--- src/rtl/prf_rx_gate.sv ---
// prf_rx_gate: PRF falling-edge detect, blanked receive range gate and PRI period monitor
module prf_rx_gate #(
    parameter int BLANK_CYCLES = 20,
    parameter int WINDOW_LEN   = 1000,
    parameter int PRI_NOM      = 1150,
    parameter int PRI_TOL      = 4,
    parameter int CNT_W        = 16
) (
    input  logic             fclk,
    input  logic             rst,
    input  logic             enable,
    input  logic             prf,
    output logic             rx_start,
    output logic             rx_gate,
    output logic [CNT_W-1:0] range_bin,
    output logic [CNT_W-1:0] pri_count,
    output logic             pri_valid,
    output logic             pri_err,
    output logic             gate_abort
);
    typedef enum logic [2:0] {IDLE, WAIT_FALL, BLANK, GATE, HOLD} state_t;
    localparam logic [CNT_W-1:0] ONE      = CNT_W'(1);
    localparam logic [CNT_W-1:0] CNT_MAX  = '1;
    localparam logic [CNT_W-1:0] BLANK_N  = CNT_W'(BLANK_CYCLES);
    localparam logic [CNT_W-1:0] LAST_BIN = CNT_W'(WINDOW_LEN - 1);
    localparam logic [CNT_W:0]   PRI_HI   = (CNT_W + 1)'(PRI_NOM + PRI_TOL);
    localparam logic [CNT_W:0]   PRI_LO   = (CNT_W + 1)'((PRI_NOM > PRI_TOL) ? PRI_NOM - PRI_TOL : 0);
    state_t           state_q, state_d;
    logic             prf_q, prf_d;
    logic             rx_start_q, rx_start_d;
    logic             rx_gate_q, rx_gate_d;
    logic [CNT_W-1:0] bin_q, bin_d;
    logic [CNT_W-1:0] blank_q, blank_d;
    logic             abort_q, abort_d;
    logic [CNT_W-1:0] cnt_q, cnt_d;
    logic [CNT_W-1:0] pri_count_q, pri_count_d;
    logic             pri_valid_q, pri_valid_d;
    logic             pri_err_q, pri_err_d;
    logic             seen_q, seen_d;
    logic             rise, fall, out_tol;

    assign rise       = prf & ~prf_q;
    assign fall       = ~prf & prf_q;
    assign out_tol    = ({1'b0, cnt_q} > PRI_HI) || ({1'b0, cnt_q} < PRI_LO);
    assign rx_start   = rx_start_q;
    assign rx_gate    = rx_gate_q;
    assign range_bin  = bin_q;
    assign pri_count  = pri_count_q;
    assign pri_valid  = pri_valid_q;
    assign pri_err    = pri_err_q;
    assign gate_abort = abort_q;

    // Next state: sweep sequencing, period capture, and a disable that wipes everything
    always_comb begin
        state_d     = state_q;
        prf_d       = prf;
        rx_start_d  = 1'b0;
        rx_gate_d   = rx_gate_q;
        bin_d       = bin_q;
        blank_d     = blank_q;
        abort_d     = 1'b0;
        cnt_d       = (cnt_q == CNT_MAX) ? cnt_q : cnt_q + ONE;
        pri_count_d = pri_count_q;
        pri_valid_d = 1'b0;
        pri_err_d   = 1'b0;
        seen_d      = seen_q;
        if (rise) begin
            cnt_d       = ONE;
            seen_d      = 1'b1;
            pri_valid_d = seen_q;
            pri_err_d   = seen_q & out_tol;
            pri_count_d = seen_q ? cnt_q : pri_count_q;
        end
        case (state_q)
            IDLE, HOLD: state_d = rise ? WAIT_FALL : state_q;
            WAIT_FALL: begin
                if (fall) begin
                    state_d    = BLANK;
                    rx_start_d = 1'b1;
                    blank_d    = ONE;
                end
            end
            BLANK: begin
                if (rise) begin
                    abort_d = 1'b1;
                    state_d = WAIT_FALL;
                end else if (blank_q == BLANK_N) begin
                    state_d   = GATE;
                    rx_gate_d = 1'b1;
                    bin_d     = '0;
                end else begin
                    blank_d = blank_q + ONE;
                end
            end
            GATE: begin
                if (rise) begin
                    abort_d   = 1'b1;
                    rx_gate_d = 1'b0;
                    bin_d     = '0;
                    state_d   = WAIT_FALL;
                end else if (bin_q == LAST_BIN) begin
                    state_d   = HOLD;
                    rx_gate_d = 1'b0;
                    bin_d     = '0;
                end else begin
                    bin_d = bin_q + ONE;
                end
            end
            default: state_d = IDLE;
        endcase
        if (!enable) begin
            state_d     = IDLE;
            prf_d       = 1'b0;
            rx_start_d  = 1'b0;
            rx_gate_d   = 1'b0;
            bin_d       = '0;
            blank_d     = '0;
            abort_d     = 1'b0;
            cnt_d       = '0;
            pri_count_d = '0;
            pri_valid_d = 1'b0;
            pri_err_d   = 1'b0;
            seen_d      = 1'b0;
        end
    end

    // State and output registers with synchronous reset
    always_ff @(posedge fclk) begin
        if (rst) begin
            state_q     <= IDLE;
            prf_q       <= 1'b0;
            rx_start_q  <= 1'b0;
            rx_gate_q   <= 1'b0;
            bin_q       <= '0;
            blank_q     <= '0;
            abort_q     <= 1'b0;
            cnt_q       <= '0;
            pri_count_q <= '0;
            pri_valid_q <= 1'b0;
            pri_err_q   <= 1'b0;
            seen_q      <= 1'b0;
        end else begin
            state_q     <= state_d;
            prf_q       <= prf_d;
            rx_start_q  <= rx_start_d;
            rx_gate_q   <= rx_gate_d;
            bin_q       <= bin_d;
            blank_q     <= blank_d;
            abort_q     <= abort_d;
            cnt_q       <= cnt_d;
            pri_count_q <= pri_count_d;
            pri_valid_q <= pri_valid_d;
            pri_err_q   <= pri_err_d;
            seen_q      <= seen_d;
        end
    end
endmodule
--- config.mk ---
export PLATFORM = sky130hd
export DESIGN_NAME = prf_rx_gate
export DESIGN_NICKNAME = d
export VERILOG_FILES = /design/src/rtl/prf_rx_gate.sv
export SDC_FILE = /design/constraint.sdc
export NUM_CORES = 1
export LEC_CHECK = 0
export CORE_MARGIN = 4
export CORE_UTILIZATION = 50
export CTS_CLUSTER_DIAMETER = 150
export CTS_CLUSTER_SIZE = 25
export DETAILED_ROUTE_END_ITERATION = 7
export GPL_TIMING_DRIVEN = 1
export PLACE_DENSITY = 0.76
export REMOVE_ABC_BUFFERS = 1
export SETUP_SLACK_MARGIN = 0.02
export SLEW_MARGIN = 25
export SYNTH_ARGS = -nofsm -noshare
export SYNTH_HDL_FRONTEND = slang
export SYNTH_SLANG_ARGS = --single-unit
export TNS_END_PERCENT = 100
--- constraint.sdc ---
create_clock -name fclk -period 1.9 [get_ports fclk]
set_clock_uncertainty 0.05 [all_clocks]
set_input_delay 0.285 -clock fclk [delete_from_list [all_inputs] [get_ports fclk]]
set_output_delay 0.285 -clock fclk [all_outputs]
set_load 0.005 [all_outputs]
==> results of run 1 <==
## Yosys cell counts, types with 2 or more instances
cell type	number	area, um^2
nand3_1	12	60.1
or4_1	12	90.1
nor2b_1	5	31.3
xor2_1	11	96.3
o211a_1	2	20.0
a31oi_1	10	62.6
o2111ai_1	2	17.5
mux2i_1	3	30.0
nand2_1	63	236
inv_1	5	18.8
a21oi_1	38	190
nand2b_1	4	25.0
or3_1	5	31.3
and3_1	8	50.1
a21oi_2	3	26.3
clkbuf_1	19	71.3
dfxtp_1	74	1480
o21ai_0	21	105
nor3_1	5	25.0
nand3b_1	3	22.5
nand4_1	15	93.8
nor2_1	36	135
and4_2	2	20.0
a211oi_1	8	60.1
nor4_1	5	31.3
buf_2	3	15.0
and4_1	4	35.0
o31ai_1	11	82.6
ha_1	5	62.6
xnor2_1	7	61.3
and2_1	10	62.6
## through the flow
step	setup slack [ns]	TNS (ns)	std cells	utilization
finish	-0.0387	-0.271	627	0.713
global route	-0.120	-1.50	627	0.713
detailed placement	-0.274	-4.89	606	0.655
CTS	-0.0290	-0.254	623	0.695
floorplan	-0.171	-1.97	409	-
global placement	-0.160	-2.70	606	0.655
## worst max path at each step
stage	slack [ns]	depth (start not counted)	endpoint	start
final	-0.04	9	range_bin[10]$_SDFFE_PP0P_	blank_q[0]$_SDFFE_PP0P_
after global routing	-0.12	7	range_bin[14]$_SDFFE_PP0P_	blank_q[0]$_SDFFE_PP0P_
after CTS	-0.03	9	range_bin[10]$_SDFFE_PP0P_	blank_q[0]$_SDFFE_PP0P_
after detailed placement	-0.27	8	state_q[2]$_SDFFE_PP0P_	prf
after global placement	-0.16	8	blank_q[13]$_SDFFE_PP0P_	prf
after floorplan	-0.17	7	range_bin[0]$_SDFFE_PP0P_	blank_q[0]$_SDFFE_PP0P_
## registers in the layout, summed over array words and instances, names as in the netlist, 3 cells and up
| name | count |
|---|---|
| range_bin | 16 |
| blank_q | 16 |
| state_q | 3 |
| cnt_q | 16 |
| pri_count | 16 |
## power breakdown
group          switching [mW]  internal, mW
Combinational          0.0822        0.0635
Sequential            0.00580          1.55
Clock                   0.612         0.631
Total                   0.700          2.25
## worst max-delay path, stage by stage, from the launching register on
cell and delay [ns]:
dfxtp_2 0.33, inv_2 0.07, ha_4 0.12, nor4b_4 0.27, nand4_4 0.15, buf_6 0.15, o31a_4 0.29, o21ai_4 0.19
buf_6 0.16, a21oi_1 0.04
## kinds of logic after synthesis
kind of cell,share of synthesized area
simple gates,0.302
mux,0.00838
compound gates,0.182
flops,0.413
fa+ha+maj,0.0175
xor+xnor,0.0440
buf+inv,0.0325
## what timing repair did
action	in CTS	in global routing
pin swaps	11	6
setup buffers	1	4
cloned	1	0
setup endpoints to repair	21	27
resized for setup	18	25
endpoints found under the hold margin	0	0
## layout make-up
cell class                 instances  area, um^2
clock buffer                      10         138
clock inverter                     5        55.1
fill                             530        1970
inverter                           5        18.8
multi-input combinational        330        2110
sequential                        74        1490
tap                               96         120
timing repair buffer             107         956
## layer usage
metal / global-route usage / wire, um / up-vias
li1: - / - / 1757
met1: 0.270 / 4100 / 1684
met2: 0.360 / 4720 / 111
met3: 0.0487 / 440 / 25
met4: 0.0952 / 195 / 0
met5: 0 / 0 / -
==> results by group, run 1 <==
Outcome
  – Outcome: complete, but fails checks
  – Failing checks: setup timing

Worst hold path
  – Hold Crit Class: reg -> reg
  – Hold path startpoint: pri_count[12]$_SDFFE_PP0P_
  – Hold path cells: 2
  – Worst hold endpoint: pri_count[12]$_SDFFE_PP0P_

GRT
  – Vias in the first global route: 3354
  – Largest net degree at the start of global routing: 20
  – Antenna violations before repair: 0
  – Global-route usage over all layers: 0.217
  – First-pass GRT wire length: 15200 um
  – Final global-route overflow total: 0

Layout
  – Layout cells sized above 1: 0.234
  – Ant diodes: 0
  – Post-Layout Inst Area: 4890 um^2
  – Final nets: 536
  – Commonest non-fill, non-tap cells in the layout: dfxtp_1 (66), nand2_1 (63), buf_4 (60)
  – Most common cell after layout, fill and taps aside: dfxtp_1
  – Area grow syn2layout: 36.6%

STA
  – Slew HR: 0.702
  – Max Freq: 516 MHz
  – Worst-Margin Slew: 0.442 ns
  – Final hold vios: 0
  – Finish-stage setup viols: 13
  – Fin Hold WS: 0.404 ns
  – Final Max Slew Viols: 0
  – Crit path time final: 1.94 ns
  – Final period util: 1.02
  – RSZ-0062 raised after global routing: yes
  – Final worst-path setup slack: -0.0387 ns

Setup path
  – Worst path arrival time: 2.12 ns
  – Maximum fanout along the worst path: 6
  – Worst R2R End: range_bin[10]$_SDFFE_PP0P_
  – Reg2Reg Depth: 9
  – CP required: 2.08 ns
  – Type of destination of the critical path: flip-flop
  – Worst reg2reg path startpoint: blank_q[0]$_SDFFE_PP0P_
  – CP Class: reg -> reg
  – Startpoint Class: flip-flop
  – Reg-to-reg slack, setup: -0.04 ns

Power and ir drop
  – Power, Total: 2.95 mW
  – Leakage Power: 1.73 nW
  – Pwr dens: 602 nW/um^2
  – VDD IR max: 378 uV

Routing
  – Remaining DRCs: 0
  – Vias per cell: 5.70
  – DRT Pass-1 Iters: 4
  – DR WL/cell: 15.1 um
  – Total Routed Length: 9460 um
  – DR vias: 3577
  – Antenna Nets Post-Route: 0
  – DRT iter0 DRCs: 164

Clocking
  – Clk root buf: clkbuf_8
  – CTS tree: done
  – Worst-skew pair later-pin latency: 0.36 ns
  – Clock transition at path regs: 0.07 ns
  – Max clock buf depth: 2
  – # hold bufs at CTS: 0
  – H-tree depth: 3
  – CTS buffer count: 9
  – TritonCTS Sinks: 74

Placed design
  – Routability cong.: 0.891
  – Placed cell area: 4500 um^2
  – Hpwl dp: 6250 um
  – I/O Buffers: 40

Synth
  – Synth warn: 0
  – Synthesized area: 3580 um^2
  – #FFs+latches synth: 74
  – Syn Inst Count: 433
  – Number of synthesized flops with an enable pin: 0
  – Synth async-reset ratio: 0
  – Synthesized area per cell: 8.28 um^2
  – Seq/Total Area, Yosys: 0.413
  – Synth Flop Type: dfxtp_1
  – Library cells used by synthesis: 53

Die
  – Row cnt: 30
  – # IOs: 41
  – Die W: 92.7 um
  – Core footprint: 6870 um^2
  – Initial Util: 0.522
  – Full die area: 8580 um^2
  – Die height: 92.7 um

Flow run
  – Max-cap violations: 0
Note: power is estimated with default switching activity, not from simulation.
==> run 2, diff against run 1 <==
REMOVE_ABC_BUFFERS = unset   (was 1)
==> results by group, run 2 (synthesis gave the netlist of run 1 again) <==
STA
  – Finish-stage setup viols: 14 (+1)
  – Final hold vios: 0 (unchanged)
  – Max Freq: 496 MHz (-3.9%)
  – Worst-Margin Slew: 0.414 ns (-0.0279 ns)
  – TNS Setup: -0.449 ns (-0.178 ns)
  – Crit path time final: 2.02 ns (+0.0789 ns)
  – Slew HR: 0.721 (+0.0190)
  – Final period util: 1.06 (+0.0415)
  – Final worst-path setup slack: -0.118 ns (-0.0789 ns)
  – Final Max Slew Viols: 0 (unchanged)
  – RSZ-0062 raised after global routing: yes

Power and ir drop
  – Clock share of power: 0.468 (+0.047)
  – Sw power: 716 uW (+2.3%)
  – Int Power: 2.50 mW (+11%)
  – VDD IR max: 464 uV (+23%)
  – Pwr dens: 623 nW/um^2 (+3.5%)
  – Power, Total: 3.21 mW (+8.9%)
  – Leakage Power: 1.80 nW (+4.1%)
  – Reg power frac: 0.486 (-0.043)
  – Comb power frac: 0.046 (-0.003)
  – Switching Fraction: 0.223 (-0.0144)

Outcome
  – Outcome: complete, but fails checks
  – Failing checks: setup timing

Clocking
  – CTS buffer count: 9 (unchanged)
  – Worst-skew pair later-pin latency: 0.36 ns (about the same)
  – Max clock buf depth: 2 (unchanged)
  – CTS tree: done
  – H-tree depth: 3 (unchanged)
  – Clock transition at path regs: 0.08 ns (about the same)
  – # hold bufs at CTS: 0 (unchanged)
  – TritonCTS Sinks: 74 (unchanged)
  – Clk root buf: clkbuf_8

Setup path
  – Worst reg2reg path startpoint: blank_q[1]$_SDFFE_PP0P_
  – CP Launch Point: blank_q[1]$_SDFFE_PP0P_
  – Worst R2R End: range_bin[12]$_SDFFE_PP0P_
  – Max incr delay on CP: 0.55 ns (+0.22 ns)
  – CP endpoint: range_bin[12]$_SDFFE_PP0P_
  – Maximum fanout along the worst path: 5 (-1)
  – Worst path arrival time: 2.27 ns (+0.15 ns)
  – CP cell instances: inv_2 -> ha_4 -> nor4b_4 -> and4_4 -> a21oi_4 -> or4_4 -> a21oi_2
  – Reg-to-reg slack, setup: -0.12 ns (-0.08 ns)
  – Crit-path slowest cell: or4_4
  – CP Class: reg -> reg
  – Startpoint Class: flip-flop
  – Reg2Reg Depth: 7 (-2)
  – CP required: 2.15 ns (+0.07 ns)
  – Type of destination of the critical path: flip-flop

Placed design
  – I/O Buffers: 40 (unchanged)
  – Hpwl dp: 6520 um (+4.4%)
  – Worst slack at placement: -0.302 ns (-0.0285 ns)
  – Routability cong.: 0.860 (-3.5%)

GRT
  – Met1 Resource Use GR: 0.303 (+0.0322)
  – Global-route usage over all layers: 0.231 (+0.0139)
  – Largest net degree at the start of global routing: 18 (-10%)
  – Antenna violations before repair: 0 (unchanged)
  – Gr busiest metal: met2
  – First-pass GRT wire length: 16000 um (+5.3%)
  – Grt met2 use: 0.371 (+0.0109)
  – Vias in the first global route: 3445 (+2.7%)
  – Met3 Usage GRT: 0.0520 (+0.00325)
  – Final global-route overflow total: 0 (unchanged)

Routing
  – Remaining DRCs: 0 (unchanged)
  – DR WL/cell: 16.5 um (+9.5%)
  – DRT iter0 DRCs: 154 (-6.1%)
  – Vias per cell: 5.76 (+0.95%)
  – DRT Pass-1 Iters: 4 (unchanged)
  – DR vias: 3634 (+1.6%)
  – Antenna Nets Post-Route: 0 (unchanged)
  – Total Routed Length: 10400 um (+10%)

Layout
  – Layout cells sized above 1: 0.295 (+0.0618)
  – Most common cell after layout, fill and taps aside: dfxtp_1
  – Final nets: 539 (+0.56%)
  – Commonest non-fill, non-tap cells in the layout: dfxtp_1 (63), nand2_1 (60), buf_4 (55)
  – Area grow syn2layout: 43.7%
  – Ant diodes: 0 (unchanged)
  – Fillers: 494 (-6.8%)

Die
  – Core footprint: 6870 um^2 (unchanged)
  – # IOs: 41 (unchanged)
  – Die W: 92.7 um (unchanged)
  – Initial Util: 0.522 (unchanged)
  – Die height: 92.7 um (unchanged)
  – Row cnt: 30 (unchanged)
  – Full die area: 8580 um^2 (unchanged)

Synth
  – Syn Nets: 442

Flow run
  – Max-cap violations: 0 (unchanged)

Worst hold path
  – Hold Crit Class: reg -> reg
  – Hold path startpoint: pri_count[9]$_SDFFE_PP0P_
-- run 2: cell count changes in the layout (fill, tap and decap cells not counted), sizes merged --
cell,delta
a21oi,+1
buf,+1
bufinv,+2
clkbuf,+1
clkinvlp,-1
-- run 2: per-layer routing --
metal / vias to the layer above / wire, um
li1: 1772 / -
met1: 1744 / 4520
met2: 102 / 5230
met3: 16 / 477
met4: 0 / 197
met5: - / 0
-- run 2: cell type report --
| type | count | area, um^2 | area share |
|---|---|---|---|
| multi-input combinational | 331 | 2250 | 0.437 |
| sequential | 74 | 1500 | 0.290 |
| timing repair buffer | 109 | 1020 | 0.199 |
| clock buffer | 10 | 128 | 0.0248 |
| tap | 96 | 120 | 0.0233 |
| clock inverter | 6 | 115 | 0.0223 |
| inverter | 5 | 18.8 | 0.00364 |
-- run 2: power groups by stage --
stage / clock network [mW] / logic [mW] / registers [mW]
final: 1.50 / 0.149 / 1.56
after global routing: 1.57 / 0.160 / 1.56
after CTS: 1.50 / 0.134 / 1.56
after detailed placement: 0 / 0.127 / 1.60
after global placement: 0 / 0.124 / 1.60
after floorplan: 0 / 0.0605 / 1.60
-- run 2: repair_timing --
item | in CTS | in global routing
hold endpoints to repair | 0 | 0
setup buffers | 3 | 2
gates resized for setup | 15 | 67
endpoints found under the setup margin | 15 | 30
cloned | 0 | 2
pin swaps | 12 | 24
-- run 2: critical path, delay by kind of cell (launching register included) --
family                     cells  cell delay [ns]
DFF                            1             0.33
and+or+nand+nor                3             1.15
AOI/OAI and AO/OA              2             0.23
adders and majority gates      1             0.13
buffers and inverters          1             0.07
-- run 2: through the flow --
step / instances / instance area [um^2] / utilization / hold WS [ns]
6_report: 631 / 5150 / 0.750 / 0.409
5_1_grt: 631 / 5150 / 0.750 / 0.427
4_1_cts: 627 / 4850 / 0.706 / 0.408
3_5_place_dp: 608 / 4530 / 0.660 / 0.398
3_3_place_gp: 608 / 4530 / 0.660 / 0.394
2_1_floorplan: 433 / 3590 / - / 0.357
-- run 2: worst min-delay path by stage --
stage / end / depth (start not counted) / slack [ns]
after detailed placement: pri_count[9]$_SDFFE_PP0P_ / 2 / 0.40
after floorplan: prf_q$_SDFF_PP0_ / 1 / 0.36
final: pri_count[9]$_SDFFE_PP0P_ / 2 / 0.41
after global routing: pri_count[12]$_SDFFE_PP0P_ / 2 / 0.43
after CTS: pri_count[9]$_SDFFE_PP0P_ / 2 / 0.41
after global placement: pri_count[6]$_SDFFE_PP0P_ / 2 / 0.39
